`config.mk`:
```
export PLATFORM = sky130hd
export DESIGN_NAME = tdc_chain_ctrl
export DESIGN_NICKNAME = d
export VERILOG_FILES = /design/src/rtl/tdc_chain_ctrl.sv
export SDC_FILE = /design/constraint.sdc
export NUM_CORES = 1
export LEC_CHECK = 0
export CAP_MARGIN = 20
export CORE_ASPECT_RATIO = 1.1
export CORE_MARGIN = 5
export CORE_UTILIZATION = 52
export DETAILED_ROUTE_END_ITERATION = 10
export HOLD_SLACK_MARGIN = 0.06
export PLACE_DENSITY_LB_ADDON = 0.1
export SLEW_MARGIN = 10
export SYNTH_ARGS = -nofsm -noshare
export SYNTH_HDL_FRONTEND = slang
export SYNTH_SLANG_ARGS = --single-unit
```
`constraint.sdc`:
```
create_clock -name clk -period 1.94 [get_ports clk]
set_clock_uncertainty 0.05 [all_clocks]
set_input_delay 0.388 -clock clk [delete_from_list [all_inputs] [get_ports clk]]
set_output_delay 0.388 -clock clk [all_outputs]
set_load 0.005 [all_outputs]
```
`src/rtl/tdc_chain_ctrl.sv`:
```
// -----------------------------------------------------------------------------
// tdc_chain_ctrl
//
// Measurement sequencer for a carry-chain TDC delay line. One measurement:
//   IDLE   -> wait for meas_req, clear the coarse counter
//   RUN    -> chain_start held high, coarse counter runs until hit (or saturates)
//   ENCODE -> snapshot of the thermometer taps is turned into a binary fine code
//   HOLD   -> result presented on the res_* port until the host accepts it
//   FLUSH  -> chain_start low, wait for the chain to drain back to all-zero
//
// Result handshake: res_valid rises in HOLD and every res_* output is frozen
// while res_valid=1. A transfer happens on a clock edge where res_valid=1 and
// res_ready=1. res_valid drops on the following cycle. res_ready has no effect
// while res_valid=0.
//
// Build option: define TDC_CTRL_POPCOUNT_EN to make the fine code the
// population count of the snapshot, which tolerates bubbles. Without it, the
// fine code is the index of the lowest zero tap. err_bubble is computed the same
// way in both builds.
//
// Ports:
//   clk, rst_n     clock, asynchronous active-low reset
//   meas_req       start request, only looked at in IDLE
//   hit            stop event, already synchronous to clk
//   chain_taps     registered thermometer taps, bit 0 nearest the start
//   chain_start    drives the chain start/cin input
//   busy           high in every state except IDLE
//   res_valid      result valid
//   res_ready      result accepted
//   res_coarse     clock periods from launch to hit (all ones on timeout)
//   res_fine       encoded fine code
//   res_timeout    no hit before the coarse counter saturated
//   err_bubble     snapshot was not a clean thermometer code
//   err_flush      chain failed to clear within FLUSH_MAX cycles (sticky)
//   dbg_state      current FSM state (IDLE=0 RUN=1 ENCODE=2 HOLD=3 FLUSH=4)
// -----------------------------------------------------------------------------
module tdc_chain_ctrl #(
    parameter int LENGTH    = 8,
    parameter int COARSE_W  = 8,
    parameter int FINE_W    = 4,
    parameter int FLUSH_MAX = 15
) (
    input  logic                clk,
    input  logic                rst_n,
    input  logic                meas_req,
    input  logic                hit,
    input  logic [LENGTH-1:0]   chain_taps,
    output logic                chain_start,
    output logic                busy,
    output logic                res_valid,
    input  logic                res_ready,
    output logic [COARSE_W-1:0] res_coarse,
    output logic [FINE_W-1:0]   res_fine,
    output logic                res_timeout,
    output logic                err_bubble,
    output logic                err_flush,
    output logic [2:0]          dbg_state
);

    localparam int FLUSH_W = $clog2(FLUSH_MAX + 1);

    typedef enum logic [2:0] {
        S_IDLE   = 3'd0,
        S_RUN    = 3'd1,
        S_ENCODE = 3'd2,
        S_HOLD   = 3'd3,
        S_FLUSH  = 3'd4
    } state_t;

    state_t              state;
    logic [COARSE_W-1:0] coarse;
    logic [LENGTH-1:0]   snap_taps;
    logic                snap_timeout;
    logic [FLUSH_W-1:0]  flush_cnt;

    assign dbg_state = state;

    // Snapshot encoder. lz_fine is the index of the lowest zero tap (LENGTH
    // when every tap is one); any one above that zero marks a bubble.
    logic [FINE_W-1:0] lz_fine;
    logic [FINE_W-1:0] pop_fine;
    logic [FINE_W-1:0] enc_fine;
    logic              enc_bubble;
    logic              seen_zero;

    always_comb begin
        lz_fine    = FINE_W'(LENGTH);
        pop_fine   = '0;
        enc_bubble = 1'b0;
        seen_zero  = 1'b0;
        for (int i = 0; i < LENGTH; i++) begin
            pop_fine = pop_fine + FINE_W'(snap_taps[i]);
            if (!snap_taps[i] && !seen_zero) begin
                lz_fine   = FINE_W'(i);
                seen_zero = 1'b1;
            end else if (snap_taps[i] && seen_zero) begin
                enc_bubble = 1'b1;
            end
        end
`ifdef TDC_CTRL_POPCOUNT_EN
        enc_fine = pop_fine;
`else
        enc_fine = lz_fine;
`endif
    end

    always_ff @(posedge clk or negedge rst_n) begin
        if (!rst_n) begin
            state        <= S_IDLE;
            coarse       <= '0;
            snap_taps    <= '0;
            snap_timeout <= 1'b0;
            flush_cnt    <= '0;
            chain_start  <= 1'b0;
            busy         <= 1'b0;
            res_valid    <= 1'b0;
            res_coarse   <= '0;
            res_fine     <= '0;
            res_timeout  <= 1'b0;
            err_bubble   <= 1'b0;
            err_flush    <= 1'b0;
        end else begin
            case (state)
                S_IDLE: begin
                    coarse <= '0;
                    if (meas_req) begin
                        state        <= S_RUN;
                        chain_start  <= 1'b1;
                        busy         <= 1'b1;
                        snap_timeout <= 1'b0;
                    end
                end

                S_RUN: begin
                    // coarse stays frozen from here until ENCODE has used it
                    if (hit) begin
                        snap_taps <= chain_taps;
                        state     <= S_ENCODE;
                    end else if (coarse == '1) begin
                        snap_timeout <= 1'b1;
                        state        <= S_ENCODE;
                    end else begin
                        coarse <= coarse + COARSE_W'(1);
                    end
                end

                S_ENCODE: begin
                    if (snap_timeout) begin
                        res_coarse  <= '1;
                        res_fine    <= '0;
                        res_timeout <= 1'b1;
                        err_bubble  <= 1'b0;
                    end else begin
                        res_coarse  <= coarse;
                        res_fine    <= enc_fine;
                        res_timeout <= 1'b0;
                        err_bubble  <= enc_bubble;
                    end
                    res_valid <= 1'b1;
                    state     <= S_HOLD;
                end

                S_HOLD: begin
                    // res_valid is always 1 here, so res_ready alone is a transfer
                    if (res_ready) begin
                        res_valid   <= 1'b0;
                        chain_start <= 1'b0;
                        flush_cnt   <= '0;
                        state       <= S_FLUSH;
                    end
                end

                S_FLUSH: begin
                    if (chain_taps == '0) begin
                        state <= S_IDLE;
                        busy  <= 1'b0;
                    end else if (flush_cnt == FLUSH_W'(FLUSH_MAX - 1)) begin
                        // FLUSH_MAX cycles seen with taps still set: give up
                        err_flush <= 1'b1;
                        state     <= S_IDLE;
                        busy      <= 1'b0;
                    end else begin
                        flush_cnt <= flush_cnt + FLUSH_W'(1);
                    end
                end

                default: begin
                    state <= S_IDLE;
                end
            endcase
        end
    end

endmodule

```
## Word level (Yosys, flattened, before mapping)

Index checks and enable logic that the tools add are counted.

| operators by class | value |
|---|---|
| $add $sub $neg | 2 |
| eq/ne operators | 15 |
| bitwise gates (word level) | 1 |
| multiplexer cells | 58 |
| reductions and logical operators | 43 |

Operator list:

| kind | count |
|---|---|
| 4-bit 2-to-1 mux | 12 |
| 1-bit 2-to-1 mux | 30 |
| 8-bit 2-to-1 mux | 3 |
| 3-bit 2-to-1 mux | 6 |
| 8-bit case mux with 2 select lines | 1 |
| 3-bit case mux with 5 select lines | 1 |
| 1-bit logical AND | 14 |
| 2-bit inequality test (second input constant) | 7 |
| 1-bit logical NOT | 13 |
| 3-bit AND reduction | 4 |
| 4-bit AND reduction | 3 |
| 2-bit nonzero test | 5 |
| 8-bit by 1-bit adder with 8-bit output (second input constant) | 1 |
| 8-bit equality test (second input constant) | 1 |
| 8-bit logical NOT | 1 |
| 1-bit case mux with 2 select lines | 4 |
| 4-bit case mux with 2 select lines | 1 |
| 3-bit by 2-bit equality test with 1-bit output (second input constant) | 2 |
| 3-bit inequality test (second input constant) | 2 |
| 4-bit by 1-bit adder with 4-bit output (second input constant) | 1 |
| 4-bit equality test (second input constant) | 1 |
| 2-bit AND reduction | 2 |
| 3-bit by 1-bit equality test with 1-bit output (second input constant) | 1 |
| 3-bit equality test (second input constant) | 1 |
| 2 further kinds | 2 |

| word-level totals | value |
|---|---|
| bits in registers | 42 |
| bits of input ports | 13 |
| word-level logic and storage cells | 132 |
| output and inout port bits | 21 |

## Longest topological paths before layout

Gate-level depths: netlist (run 1).

| depth | value |
|---|---|
| depth in word-level cells | 22 |
| mapped depth | 6 |
| mapped depth without buffers | 6 |

## Least setup slack after synthesis (run 1)

OpenSTA, ideal clock, no wires.

| timing | value |
|---|---|
| kind | flip-flop to flip-flop |
| from | register coarse[0] |
| to | register coarse[6] |
| clock period less this slack | 1.622 ns |
| slack | 0.318 ns |
| path buffers | 1 |
| cell stages (with the launch flop) | 7 |
| data required time | 1.812 ns |
| library setup time | 0.078 ns |
| arrival | 1.494 ns |
| cell sequence | dfrtp_1 -> ha_1 -> nand4_1 -> o21ai_2 -> buf_6 -> or4_1 -> a21oi_1 |

| between the ends | value |
|---|---|
| word-level cells in the longest chain between the ends | 4 |
| elaborated cells between the ends (all ways) | 7 |
| those cells by class | add/sub: 1; eq/ne: 2; mux: 3; reduce/logical: 1 |

RTL lines:

| item | RTL line | source |
|---|---|---|
| start: declaration | 71 | `logic [COARSE_W-1:0] coarse;` |
| start signal: assignment | 143 | `coarse <= coarse + COARSE_W'(1);` |
| 8-bit by 1-bit adder with 8-bit output | 143 |  |
| 8-bit 2-to-1 mux | 139 | `end else if (coarse == '1) begin` |
| 8-bit 2-to-1 mux | 136 | `if (hit) begin` |
| 8-bit case mux with 2 select lines | 123 | `case (state)` |

Several ways; a longest one is shown, not always the timed one. The select of a mux whose other input is x is not followed.
A chain may end at the register's enable or synchronous reset.

## Worst setup path after layout (run 1)

| timing | value |
|---|---|
| from | register state[0] (netlist: dbg_state[0]) |
| to | output port dbg_state[0] |

RTL lines:

| item | RTL line | source |
|---|---|---|
| start: declaration | 70 | `state_t state;` |
| start signal: assignment | 109 | `state <= S_IDLE;` |
| start signal: assignment | 127 | `state <= S_RUN;` |
| start signal: assignment | 138 | `state <= S_ENCODE;` |
| end: declaration | 57 | `output logic [2:0] dbg_state` |

No word-level cell between the ends.

==> flow_metrics.env, run 1 <==
export IMPL_period_needed_ns=1.805
export IMPL_clock_path_buffers=2
export IMPL_fillers=320
export IMPL_status="finished, final reports clean"
export IMPL_period_share_pct=93.02
export IMPL_track_usage_pct=18.19
export IMPL_syn_area_per_cell_um2=9.826
export IMPL_design_die_area_um2=5198
export IMPL_path_clk_slew_ns=0.07
export IMPL_yosys_area_top_type="dfrtp_1"
export IMPL_io_buffers=33
export IMPL_ant_nets=0
export IMPL_initial_core_util_pct=54.42
export IMPL_antenna_found_initial=0
export IMPL_yosys_top_cells_area="dfrtp_1 52%, nand2_1 6.0%, o21ai_0 4.5%"
export IMPL_ys_types=45
export IMPL_ys_ff_latch=42
export IMPL_cts_tree="done"
export IMPL_grt_overflow=0
export IMPL_setup_violations=0
export IMPL_cts_num_sinks=42
export IMPL_worst_path_buf_inv=2
export IMPL_layout_common_cells="41 x dfrtp_1, 32 x nand2_1, 32 x clkdlybuf4s50_1"
export IMPL_die_w_um=69.20
export IMPL_final_common_cell="dfrtp_1"
export IMPL_wl_per_cell_um=14.63
export IMPL_netlist_area_um2=2004
export IMPL_start_kind="register"
export IMPL_htreeDepth=2
export IMPL_grt_pass1_wl_mm=7.548
export IMPL_worst_pin_slew_ns=0.5600
export IMPL_powerDensity_nw_per_um2=1252
export IMPL_peakVddDrop_mv=0.8498
export IMPL_fin_ws_ns=0.1354
export IMPL_finalHoldViolCount=0
export IMPL_drv_cap=0
export IMPL_path_class="register to output pin"
export IMPL_drt_initial_drc_count=62
export IMPL_seq_area_frac_synth_pct=52.43
export IMPL_whs_ns=0.4246
export IMPL_synth_net_count=220
export IMPL_dp_slack_ns=-0.1181
export IMPL_hold_class="register to register"
export IMPL_fmaxAchievable_mhz=554.1
export IMPL_cp_top_family="buffers and inverters"
export IMPL_max_stage_delay_ns=0.50
export IMPL_post_route_util_pct=68.41
export IMPL_async_flop_share_pct=100.0
export IMPL_rows=23
export IMPL_multi_input_area_um2=869.6
export IMPL_wirelength_mm=4.317
export IMPL_synth_edff_count=0
export IMPL_drv_slew=0
export IMPL_drive_gt1_share_pct=13.47
export IMPL_final_net_count=262
export IMPL_crit_chain="buf_4 -> clkdlybuf4s50_1"
export IMPL_die_h_um=75.12
export IMPL_grt_pass1_vias=1698
export IMPL_yosys_most_used_dff="dfrtp_1"
export IMPL_grt_max_degree=23
export IMPL_drc=0
export IMPL_viasPerCell=5.539
export IMPL_clk_latency_ns=0.29
export IMPL_crit_path_top_delay_cell="clkdlybuf4s50_1"
export IMPL_vias=1634
export IMPL_p_leak_nw=1.061
export IMPL_cp_end_kind="output pin"
export IMPL_cts_root_buf="clkbuf_8"
export IMPL_worstPathRequired_ns=1.50
export IMPL_antenna_cells=0
export IMPL_crit_arrival_ns=1.37
export IMPL_ys_warn_count=0
export IMPL_synth_cells=204
export IMPL_cts_buffers=5
export IMPL_area_growth_pct=25.72
export IMPL_hpwl_mm=3.250
export IMPL_coreArea_um2=3684
export IMPL_gp_congestion=0.7998
export IMPL_rsz0062_at_grt="false"
export IMPL_drt_first_pass_iters=4
export IMPL_maxSlewHeadroom_pct=62.67
export IMPL_crit_path_max_fanout=7
export IMPL_synth_top_area_share_pct=52.43
export IMPL_seqCellArea_um2=1052
export IMPL_io_pins=34
[stage by stage]
stage | instances | instance area, µm² | power [mW] | setup TNS [ns]
after CTS | 295 | 2519 | 3.178 | 0
after global routing | 295 | 2520 | 3.410 | 0
after floorplan | 204 | 2004 | 2.099 | 0
final | 295 | 2520 | 3.156 | 0
after detailed placement | 288 | 2426 | 2.625 | -0.2804
after global placement | 288 | 2426 | 2.559 | -0.1207
[logic make-up (layout without fill, tap and decap cells)]
kind of cell / after synthesis / after routing / synth area share, %
buf+inv: 17 / 58 / 4.182
mux: 7 / 7 / 3.870
fa+ha+maj: 3 / 3 / 1.873
xor+xnor: 1 / 1 / 0.4370
simple gates: 83 / 83 / 20.79
flops: 42 / 42 / 52.43
compound gates: 51 / 51 / 16.42
[tightest hold or removal path: cells and delay by family, from the launching register on]
kind,cells,cell delay (ns)
AO/OA/AOI/OAI,1,0.05
AND/OR/NAND/NOR,1,0.05
flip-flops,1,0.34
[area by class of cell]
class                           count  area share [%]
Sequential cell                    42           41.76
Multi-Input combinational cell    145           34.51
Timing Repair Buffer               44           16.78
Clock buffer                        6           3.277
Tap cell                           50           2.483
Inverter                            8           1.192
[registers in the layout, summed over array words and instances (netlist names), 3 cells and up]
register	flops
snap_taps	8
dbg_state	3
coarse	8
res_fine	4
flush_cnt	4
res_coarse	8
[worst paths after layout]
kind,depth (start not counted),from,endpoint,slack (ns)
worst max-delay path,2,dbg_state[0]$_DFFE_PN0P_,dbg_state[0],0.14
max in group asynchronous,3,rst_n,snap_taps[1]$_DFFE_PN0P_,0.78
worst min register to register,2,res_fine[2]$_DFFE_PN0P_,res_fine[2]$_DFFE_PN0P_,0.42
min in group asynchronous,2,rst_n,res_timeout$_DFFE_PN0P_,0.57
worst min-delay path,2,res_fine[2]$_DFFE_PN0P_,res_fine[2]$_DFFE_PN0P_,0.42
worst max register to register,5,coarse[0]$_DFFE_PN0P_,coarse[5]$_DFFE_PN0P_,0.15
[per-layer routing]
layer / vias to the layer above / part of all wire, % / track usage (%)
li1: 803 / - / -
met1: 787 / 43 / 21.39
met3: 5 / 4.7 / 6.142
met5: - / 0 / 0
met2: 39 / 51 / 31.99
met4: 0 / 1.1 / 5.640
[synthesized netlist by cell type (all sizes together), types with 3 or more instances]
cell and n:
dfrtp 42, nand2 32, o21ai 20, nor2 18, a21oi 10, inv 8, buf 6, mux2 6
nand3 6, a22o 4, nand4 4, o31ai 4, clkbuf 3, ha 3, nand2b 3, or2 3
or4 3
[power by group]
group | switching [mW] | internal, mW
sequential | 0.234 | 1.12
combinational | 0.603 | 0.649
clock | 0.273 | 0.274
[repair_timing]
action,4_1_cts,5_1_grt
endpoints found under the hold margin,21,0
buffers inserted,0,0
endpoints found under the setup margin,0,4
hold buffers,1,0
gates resized for setup,0,2
Note: power is estimated with default switching activity, not from simulation.
==> inputs of run 2 (changes only) <==
--- a/constraint.sdc
+++ b/constraint.sdc
@@ -3,3 +3,3 @@
 set_input_delay 0.388 -clock clk [delete_from_list [all_inputs] [get_ports clk]]
 set_output_delay 0.388 -clock clk [all_outputs]
-set_load 0.005 [all_outputs]
+set_load 0.02 [all_outputs]
==> flow_metrics.env, run 2 (same netlist as run 1, synthesis figures left out) <==
export IMPL_status="finished, final reports clean"
export IMPL_fin_ws_ns=0.06923
export IMPL_initial_core_util_pct=54.42
export IMPL_drt_initial_drc_count=95
export IMPL_placed_cells=285
export IMPL_start_kind="register"
export IMPL_wirelength_mm=4.513
export IMPL_coreArea_um2=3684
export IMPL_area_growth_pct=26.22
export IMPL_holdPathStages=2
export IMPL_setup_violations=0
export IMPL_final_net_count=259
export IMPL_htreeDepth=2
export IMPL_period_needed_ns=1.871
export IMPL_final_area_um2=2530
export IMPL_io_pins=34
export IMPL_rsz0062_at_grt="false"
export IMPL_dp_slack_ns=-0.1203
export IMPL_drive_gt1_share_pct=13.58
export IMPL_worstHoldStart="res_coarse[4]$_DFFE_PN0P_"
export IMPL_grt_pass1_vias=1670
export IMPL_gp_congestion=0.8200
export IMPL_max_stage_delay_ns=0.65
export IMPL_cts_root_buf="clkbuf_8"
export IMPL_worst_path_buf_inv=1
export IMPL_stdcell_count=293
export IMPL_cp_depth=1
export IMPL_rrSetupSlack_ns=0.16
export IMPL_drv_cap=0
export IMPL_drv_slew=0
export IMPL_die_h_um=75.12
export IMPL_die_w_um=69.20
export IMPL_whs_ns=0.4310
export IMPL_fillers=302
export IMPL_worstPathRequired_ns=1.50
export IMPL_clk_latency_ns=0.29
export IMPL_drc=0
export IMPL_antenna_cells=0
export IMPL_hpwl_mm=3.288
export IMPL_fmaxAchievable_mhz=534.5
export IMPL_crit_path_max_fanout=12
export IMPL_period_share_pct=96.43
export IMPL_layout_common_cells="39 x dfrtp_1, 32 x nand2_1, 32 x clkdlybuf4s50_1"
export IMPL_crit_arrival_ns=1.43
export IMPL_grt_max_degree=28
export IMPL_hold_class="register to register"
export IMPL_viasPerCell=5.788
export IMPL_cts_num_sinks=42
export IMPL_crit_path_top_delay_cell="clkdlybuf4s50_1"
export IMPL_cp_top_family="buffers and inverters"
export IMPL_ant_nets=0
export IMPL_path_clk_slew_ns=0.08
export IMPL_peakVddDrop_mv=0.9411
export IMPL_track_usage_pct=18.80
export IMPL_io_buffers=33
export IMPL_crit_path_start="dbg_state[1]$_DFFE_PN0P_"
export IMPL_rows=23
export IMPL_post_route_util_pct=68.68
export IMPL_wl_per_cell_um=15.40
export IMPL_seqCellArea_um2=1055
export IMPL_p_leak_nw=1.057
export IMPL_dpl_instance_area_um2=2404
export IMPL_path_class="register to output pin"
export IMPL_worstReg2RegStart="coarse[0]$_DFFE_PN0P_"
export IMPL_grt_overflow=0
export IMPL_finalPower_mw=3.397
export IMPL_tns_ns=0
export IMPL_grt_pass1_wl_mm=7.693
export IMPL_powerDensity_nw_per_um2=1343
export IMPL_design_die_area_um2=5198
export IMPL_r2r_end="coarse[5]$_DFFE_PN0P_"
export IMPL_cts_tree="done"
export IMPL_drt_first_pass_iters=5
export IMPL_r2r_cells=5
export IMPL_crit_end="dbg_state[1]"
export IMPL_final_common_cell="dfrtp_1"
export IMPL_vias=1696
export IMPL_worst_pin_slew_ns=0.5374
export IMPL_crit_chain="clkdlybuf4s50_1"
export IMPL_finalHoldViolCount=0
export IMPL_post_cts_buffers=0
export IMPL_clock_path_buffers=2
export IMPL_antenna_found_initial=0
export IMPL_multi_input_area_um2=869.6
export IMPL_maxSlewHeadroom_pct=64.17
export IMPL_top_regs="coarse (8), res_coarse (8), snap_taps (8)"
export IMPL_cts_buffers=5
export IMPL_cp_end_kind="output pin"
[run 2: repair_timing]
| action | in CTS | in global routing |
|---|---|---|
| endpoints found under the setup margin | 2 | 1 |
| gates resized for setup | 2 | 1 |
| pin swaps | 0 | 0 |
| hold buffers | 1 | 0 |
| hold endpoints to repair | 21 | 0 |
[run 2: final cells by class]
| type | count | share of cell area (%) |
|---|---|---|
| clock inverters | 1 | 1.187 |
| repair buffers | 41 | 15.83 |
| clock buffers | 6 | 3.264 |
| multi-input cells | 145 | 34.37 |
| flip-flops and latches | 42 | 41.69 |
| well taps | 50 | 2.473 |
| inverters | 8 | 1.187 |
[run 2: worst min-delay path by stage]
stage	end	slack (ns)
finish	res_coarse[4]$_DFFE_PN0P_	0.43
global route	res_fine[1]$_DFFE_PN0P_	0.45
CTS	res_coarse[4]$_DFFE_PN0P_	0.44
detailed placement	res_timeout$_DFFE_PN0P_	0.35
global placement	res_timeout$_DFFE_PN0P_	0.33
floorplan	busy$_DFFE_PN0P_	0.04
[run 2: worst reg2reg max path, cell delays in order, from the launching register on]
cell and delay (ns):
dfrtp_1 0.44, ha_1 0.29, nand4_1 0.15, o21ai_2 0.14, or4_1 0.49, a21oi_1 0.16
[run 2: layer usage]
layer | track usage (%) | wire length [µm]
met1 | 22.67 | 1974
met2 | 32.84 | 2265
met3 | 5.073 | 208
met4 | 6.941 | 64
met5 | 0 | 0
[run 2: report_power, final]
part	internal, mW	leakage [nW]	total (mW)	switching, mW
registers	1.13	0.545	1.43	0.307
clock network	0.412	0.0573	0.706	0.294
logic	0.608	0.455	1.26	0.651
